### src/rtl/serial_word_collector_pkg.sv
// Shared definitions for the serial word collector: output FSM encoding and
// the counter-width helper used by the top level and the shifter.
package serial_word_collector_pkg;

    typedef enum logic {
        EMPTY = 1'b0,
        FULL  = 1'b1
    } state_e;

    // Width of a counter that can represent 0..width.
    function automatic int cnt_w(input int width);
        return $clog2(width + 1);
    endfunction

endpackage

### src/rtl/serial_word_collector_sipo.sv
// Serial-in/parallel-out stage: shift register plus modulo-WIDTH bit counter.
// word/done expose the word as it will look after this edge, so the consumer
// can capture a completed word on its completion edge with no extra latency.
module sipo_shifter
    import serial_word_collector_pkg::*;
#(
    parameter int WIDTH     = 8,
    parameter bit MSB_FIRST = 1'b1,
    parameter int CNT_W     = cnt_w(WIDTH)
) (
    input  logic             clk,
    input  logic             reset,
    input  logic             enable,
    input  logic             data_in,
    output logic [WIDTH-1:0] word,
    output logic [CNT_W-1:0] count,
    output logic             done
);

    logic [WIDTH-1:0] shift_q, shift_d;
    logic [CNT_W-1:0] cnt_q, cnt_d;
    logic             last_bit;

    assign last_bit = (cnt_q == CNT_W'(WIDTH - 1));

    generate
        if (MSB_FIRST) begin : g_msb
            always_comb begin
                shift_d = shift_q;
                if (enable) shift_d = {shift_q[WIDTH-2:0], data_in};
            end
        end else begin : g_lsb
            always_comb begin
                shift_d = shift_q;
                if (enable) shift_d = {data_in, shift_q[WIDTH-1:1]};
            end
        end
    endgenerate

    always_comb begin
        cnt_d = cnt_q;
        if (enable) cnt_d = last_bit ? '0 : cnt_q + CNT_W'(1);
    end

    always_ff @(posedge clk) begin
        if (reset) begin
            shift_q <= '0;
            cnt_q   <= '0;
        end else begin
            shift_q <= shift_d;
            cnt_q   <= cnt_d;
        end
    end

    assign word  = shift_d;
    assign count = cnt_q;
    assign done  = enable && last_bit;

endmodule

### src/rtl/serial_word_collector.sv
// Serial bit collector with a double-buffered, valid/ack word output.
// The shifter keeps collecting while the output register holds a word.
module serial_word_collector
    import serial_word_collector_pkg::*;
#(
    parameter int WIDTH     = 8,
    parameter bit MSB_FIRST = 1'b1
) (
    input  logic                       clk,
    input  logic                       reset,
    input  logic                       enable,
    input  logic                       data_in,
    input  logic                       ack,
    output logic [WIDTH-1:0]           data_out,
    output logic                       valid,
    output logic [cnt_w(WIDTH)-1:0]    bit_count,
    output logic                       overrun
);

    localparam int CNT_W = cnt_w(WIDTH);

    logic [WIDTH-1:0] word;
    logic             done;
    state_e           state_q, state_d;
    logic [WIDTH-1:0] data_q;
    logic             ovr_q;
    logic             load, drop;

    sipo_shifter #(
        .WIDTH    (WIDTH),
        .MSB_FIRST(MSB_FIRST),
        .CNT_W    (CNT_W)
    ) u_sipo (
        .clk    (clk),
        .reset  (reset),
        .enable (enable),
        .data_in(data_in),
        .word   (word),
        .count  (bit_count),
        .done   (done)
    );

    always_ff @(posedge clk) begin
        if (reset) state_q <= EMPTY;
        else       state_q <= state_d;
    end

    always_comb begin
        state_d = state_q;
        case (state_q)
            EMPTY:   if (done) state_d = FULL;
            FULL:    if (ack && !done) state_d = EMPTY;
            default: state_d = EMPTY;
        endcase
    end

    // A completion while FULL is only accepted if the held word leaves on the same edge.
    always_comb begin
        load = 1'b0;
        drop = 1'b0;
        case (state_q)
            EMPTY:   load = done;
            FULL: begin
                load = done && ack;
                drop = done && !ack;
            end
            default: ;
        endcase
    end

    always_ff @(posedge clk) begin
        if (reset) begin
            data_q <= '0;
            ovr_q  <= 1'b0;
        end else begin
            if (load) data_q <= word;
            if (drop) ovr_q  <= 1'b1;
        end
    end

    assign data_out = data_q;
    assign valid    = (state_q == FULL);
    assign overrun  = ovr_q;

endmodule
### config.mk
export PLATFORM = sky130hd
export DESIGN_NAME = serial_word_collector
export DESIGN_NICKNAME = d
export VERILOG_FILES = /design/src/rtl/serial_word_collector_pkg.sv /design/src/rtl/serial_word_collector_sipo.sv /design/src/rtl/serial_word_collector.sv
export SDC_FILE = /design/constraint.sdc
export NUM_CORES = 1
export LEC_CHECK = 0
export ABC_AREA = 1
export ABC_CLOCK_PERIOD_IN_PS = 2400
export BUFFER_PORTS_ARGS = -buffer_cell sky130_fd_sc_hd__clkbuf_2
export CORE_MARGIN = 2
export CORE_UTILIZATION = 55
export DETAILED_ROUTE_END_ITERATION = 7
export GPL_TIMING_DRIVEN = 0
export PLACE_DENSITY = 0.8
export SYNTH_ARGS = -nofsm -noshare
export SYNTH_HDL_FRONTEND = slang
export SYNTH_SLANG_ARGS = --single-unit
### constraint.sdc
create_clock -name clk -period 2.4 [get_ports clk]
set_input_delay 0.12 -clock clk [delete_from_list [all_inputs] [get_ports clk]]
set_output_delay 0.12 -clock clk [all_outputs]
set_load 0.01 [all_outputs]
==> flow_metrics.env <==
export IMPL_outcome="finished clean"
export IMPL_io_pins=19
export IMPL_powerDensity_mw_per_mm2=632
export IMPL_final_nets=176
export IMPL_post_route_period_util=0.478
export IMPL_p_leak_nw=0.602
export IMPL_die_w_um=46.1
export IMPL_crit_chain="ha_1 > nand2_2 > inv_2 > nand3_4 > nand2_1 > inv_1 > nor2_1"
export IMPL_clk_pin_slew_ns=0.12
export IMPL_cts_resized=0
export IMPL_worstSetupPathType="reg -> reg"
export IMPL_antenna_found_initial=0
export IMPL_min_path_cells=4
export IMPL_port_buffers=18
export IMPL_wl_per_cell_um=9.06
export IMPL_timing_rr_start="u_sipo.count[0]"
export IMPL_yosysUniqueCellTypes=18
export IMPL_wl_um=1690
export IMPL_h_tree_depth=1
export IMPL_peakVddDrop_mv=0.532
export IMPL_synth_edf_count=0
export IMPL_synthTopCellsByArea="dfxtp_1 45%, nand2_1 18%, inv_1 12%"
export IMPL_post_dp_hpwl_um=1300
export IMPL_synth_top_family_by_area="simple AND/OR/NAND/NOR gates"
export IMPL_finalSetupTns_ns=0
export IMPL_clock_skew_ns=0.00616
export IMPL_first_pass_iters=4
export IMPL_cts_root_buf="clkbuf_4"
export IMPL_cp_max_fo=8
export IMPL_fmax_ghz=0.871
export IMPL_gp_congestion=0.756
export IMPL_finalSetupViolCount=0
export IMPL_syn_area_per_cell_um2=6.63
export IMPL_clk_latency_ns=0.30
export IMPL_ys_top_cells_by_count="46 x nand2_1, 30 x inv_1, 22 x dfxtp_1, 21 x nor2_1, 8 x nand3_1"
export IMPL_post_cts_buffers=0
export IMPL_cts_buffers=3
export IMPL_crit_required_ns=2.64
export IMPL_path_depth=7
export IMPL_yosysMostFrequentCell="nand2_1"
export IMPL_cts_sinks=22
export IMPL_r2r_end="data_out[1]"
export IMPL_crit_arrival_ns=1.39
export IMPL_syn_to_final_growth_pct=16.8
export IMPL_ant_nets=0
export IMPL_drive_above_1_share=0.189
export IMPL_hp_class="in -> reg"
export IMPL_hold_viol_final=0
export IMPL_fp_dieH_um=46.1
export IMPL_synth_ff_type="dfxtp_1"
export IMPL_synthCells=147
export IMPL_crit_end="data_out[1]"
export IMPL_insertedDiodeCount=0
export IMPL_cpMaxStageDelayCell="dfxtp_1"
export IMPL_synth_compound_area_frac=0.0257
export IMPL_drcViolationCount=0
export IMPL_r2r_cells=7
export IMPL_pre_cts_slack_ns=1.25
export IMPL_maxCapViolCount=0
export IMPL_cts_tree="done"
export IMPL_rsz0062_at_grt="false"
export IMPL_synth_area_leader_cell="dfxtp_1"
export IMPL_rows=15
export IMPL_drt_initial_drc_count=9
export IMPL_start_util=0.577
export IMPL_tightest_slew_ns=0.422
export IMPL_endpoint_kind="register"
export IMPL_syn_num_nets=153
export IMPL_synth_top_area_share=0.452
export IMPL_final_min_clock_period_ns=1.15
export IMPL_seq_area_frac_synth=0.452
export IMPL_cts_hold_buf=0
export IMPL_path_delay_family="simple AND/OR/NAND/NOR gates"
export IMPL_yosys_area_share_simple=0.354
export IMPL_grt_max_degree=14
export IMPL_worst_r2r_setup_slack_ns=1.25
export IMPL_synthAdderAreaFrac=0.0128
export IMPL_cp_start_kind="register"
export IMPL_grt_first_pass_wirelength_um=2790
export IMPL_yosysWarnings=0
export IMPL_fillCellCount=158
export IMPL_die_area_mm2=0.00212
export IMPL_syn_cell_area_um2=975
export IMPL_drv_slew=0
export IMPL_core_mm2=0.00169
export IMPL_grtUsageTotal=0.185
export IMPL_vias_per_cell=4.66
export IMPL_fin_ws_ns=1.25
export IMPL_synth_mux_area_frac=0
export IMPL_synth_seq_cells=22
export IMPL_grt_pass1_vias=723
export IMPL_post_route_util=0.674
export IMPL_ys_async_sr_fraction=0
export IMPL_relSlewSlack=0.719
export IMPL_gr_total_overflow=0
export IMPL_synth_xor_area_share=0.00899
export IMPL_vias=867
export IMPL_crit_buf_inv=2
export IMPL_cpPeakStageDelay_ns=0.39
export IMPL_cts_max_path_buffers=2
export IMPL_startpoint="u_sipo.count[0]"
==> where the power goes <==
group	leakage (nW)	switching [mW]	internal, mW
sequential	0.180	0.00567	0.377
combinational	0.395	0.0400	0.0216
clock	0.0279	0.106	0.169
==> metal layers <==
metal / part of all wire / track usage / vias up / wire length [µm]
li1: - / - / 467 / -
met1: 0.43 / 0.213 / 380 / 731
met2: 0.52 / 0.325 / 18 / 868
met3: 0.043 / 0.0353 / 2 / 72
met4: 0.0071 / 0.0857 / 0 / 12
met5: 0 / 0 / - / 0
==> cell usage in the layout, fill, tap and decap left out <==
master	count
clkbuf_1	1
clkbuf_2	18
buf_2	3
nor2_4	1
a21oi_1	3
clkbuf_4	3
inv_2	3
nand3_4	1
o21ai_0	2
nand2_1	46
nand3b_1	1
dfxtp_1	22
ha_1	1
nor3_1	1
nor2_1	21
xor2_1	1
nand3_1	8
nand2_2	1
nor2_2	1
inv_1	30
bufinv_16	1
==> flip-flops by register name, summed over array words and instances, names as in the netlist <==
name            count
data_out            8
valid               1
u_sipo.shift_q      8
overrun             1
u_sipo.count        4
==> worst min path at each step <==
stage                           end  startpoint
finish              u_sipo.count[3]       reset
detailed placement          overrun     overrun
global placement    u_sipo.count[0]       reset
floorplan           u_sipo.count[0]      enable
global route        u_sipo.count[3]       reset
CTS                 u_sipo.count[3]       reset
==> cell families (layout without fill, tap and decap cells) <==
logic type / after synthesis / after routing
fa+ha+maj: 1 / 1
buf+inv: 37 / 59
flops: 22 / 22
xor+xnor: 1 / 1
simple gates: 81 / 81
compound gates: 5 / 5
==> through the flow <==
stage	area, µm²	power (mW)	hold WS (ns)	std cells
floorplan	975	0.435	0.295	147
global placement	1090	0.450	0.432	182
detailed placement	1090	0.453	0.449	182
CTS	1140	0.731	0.125	186
global route	1140	0.760	0.152	186
finish	1140	0.719	0.135	186
==> worst reg2reg max path: stages, from the launching register on <==
cell and delay, ns:
dfxtp_1 0.39, ha_1 0.18, nand2_2 0.10, inv_2 0.10
nand3_4 0.12, nand2_1 0.08, inv_1 0.04, nor2_1 0.10
==> area by class of cell <==
class                   instances  area, µm²  share of cell area
plain buffers                   4       18.8              0.0165
clock buffers                   3       22.5              0.0198
clock inverters                 1       30.0              0.0264
inverters                      33        124               0.109
multi-input cells              88        392               0.344
flip-flops and latches         22        440               0.387
well taps                      17       21.3              0.0187
repair buffers                 18       90.1              0.0791
No activity file was read; power rests on OpenSTA's default activity.
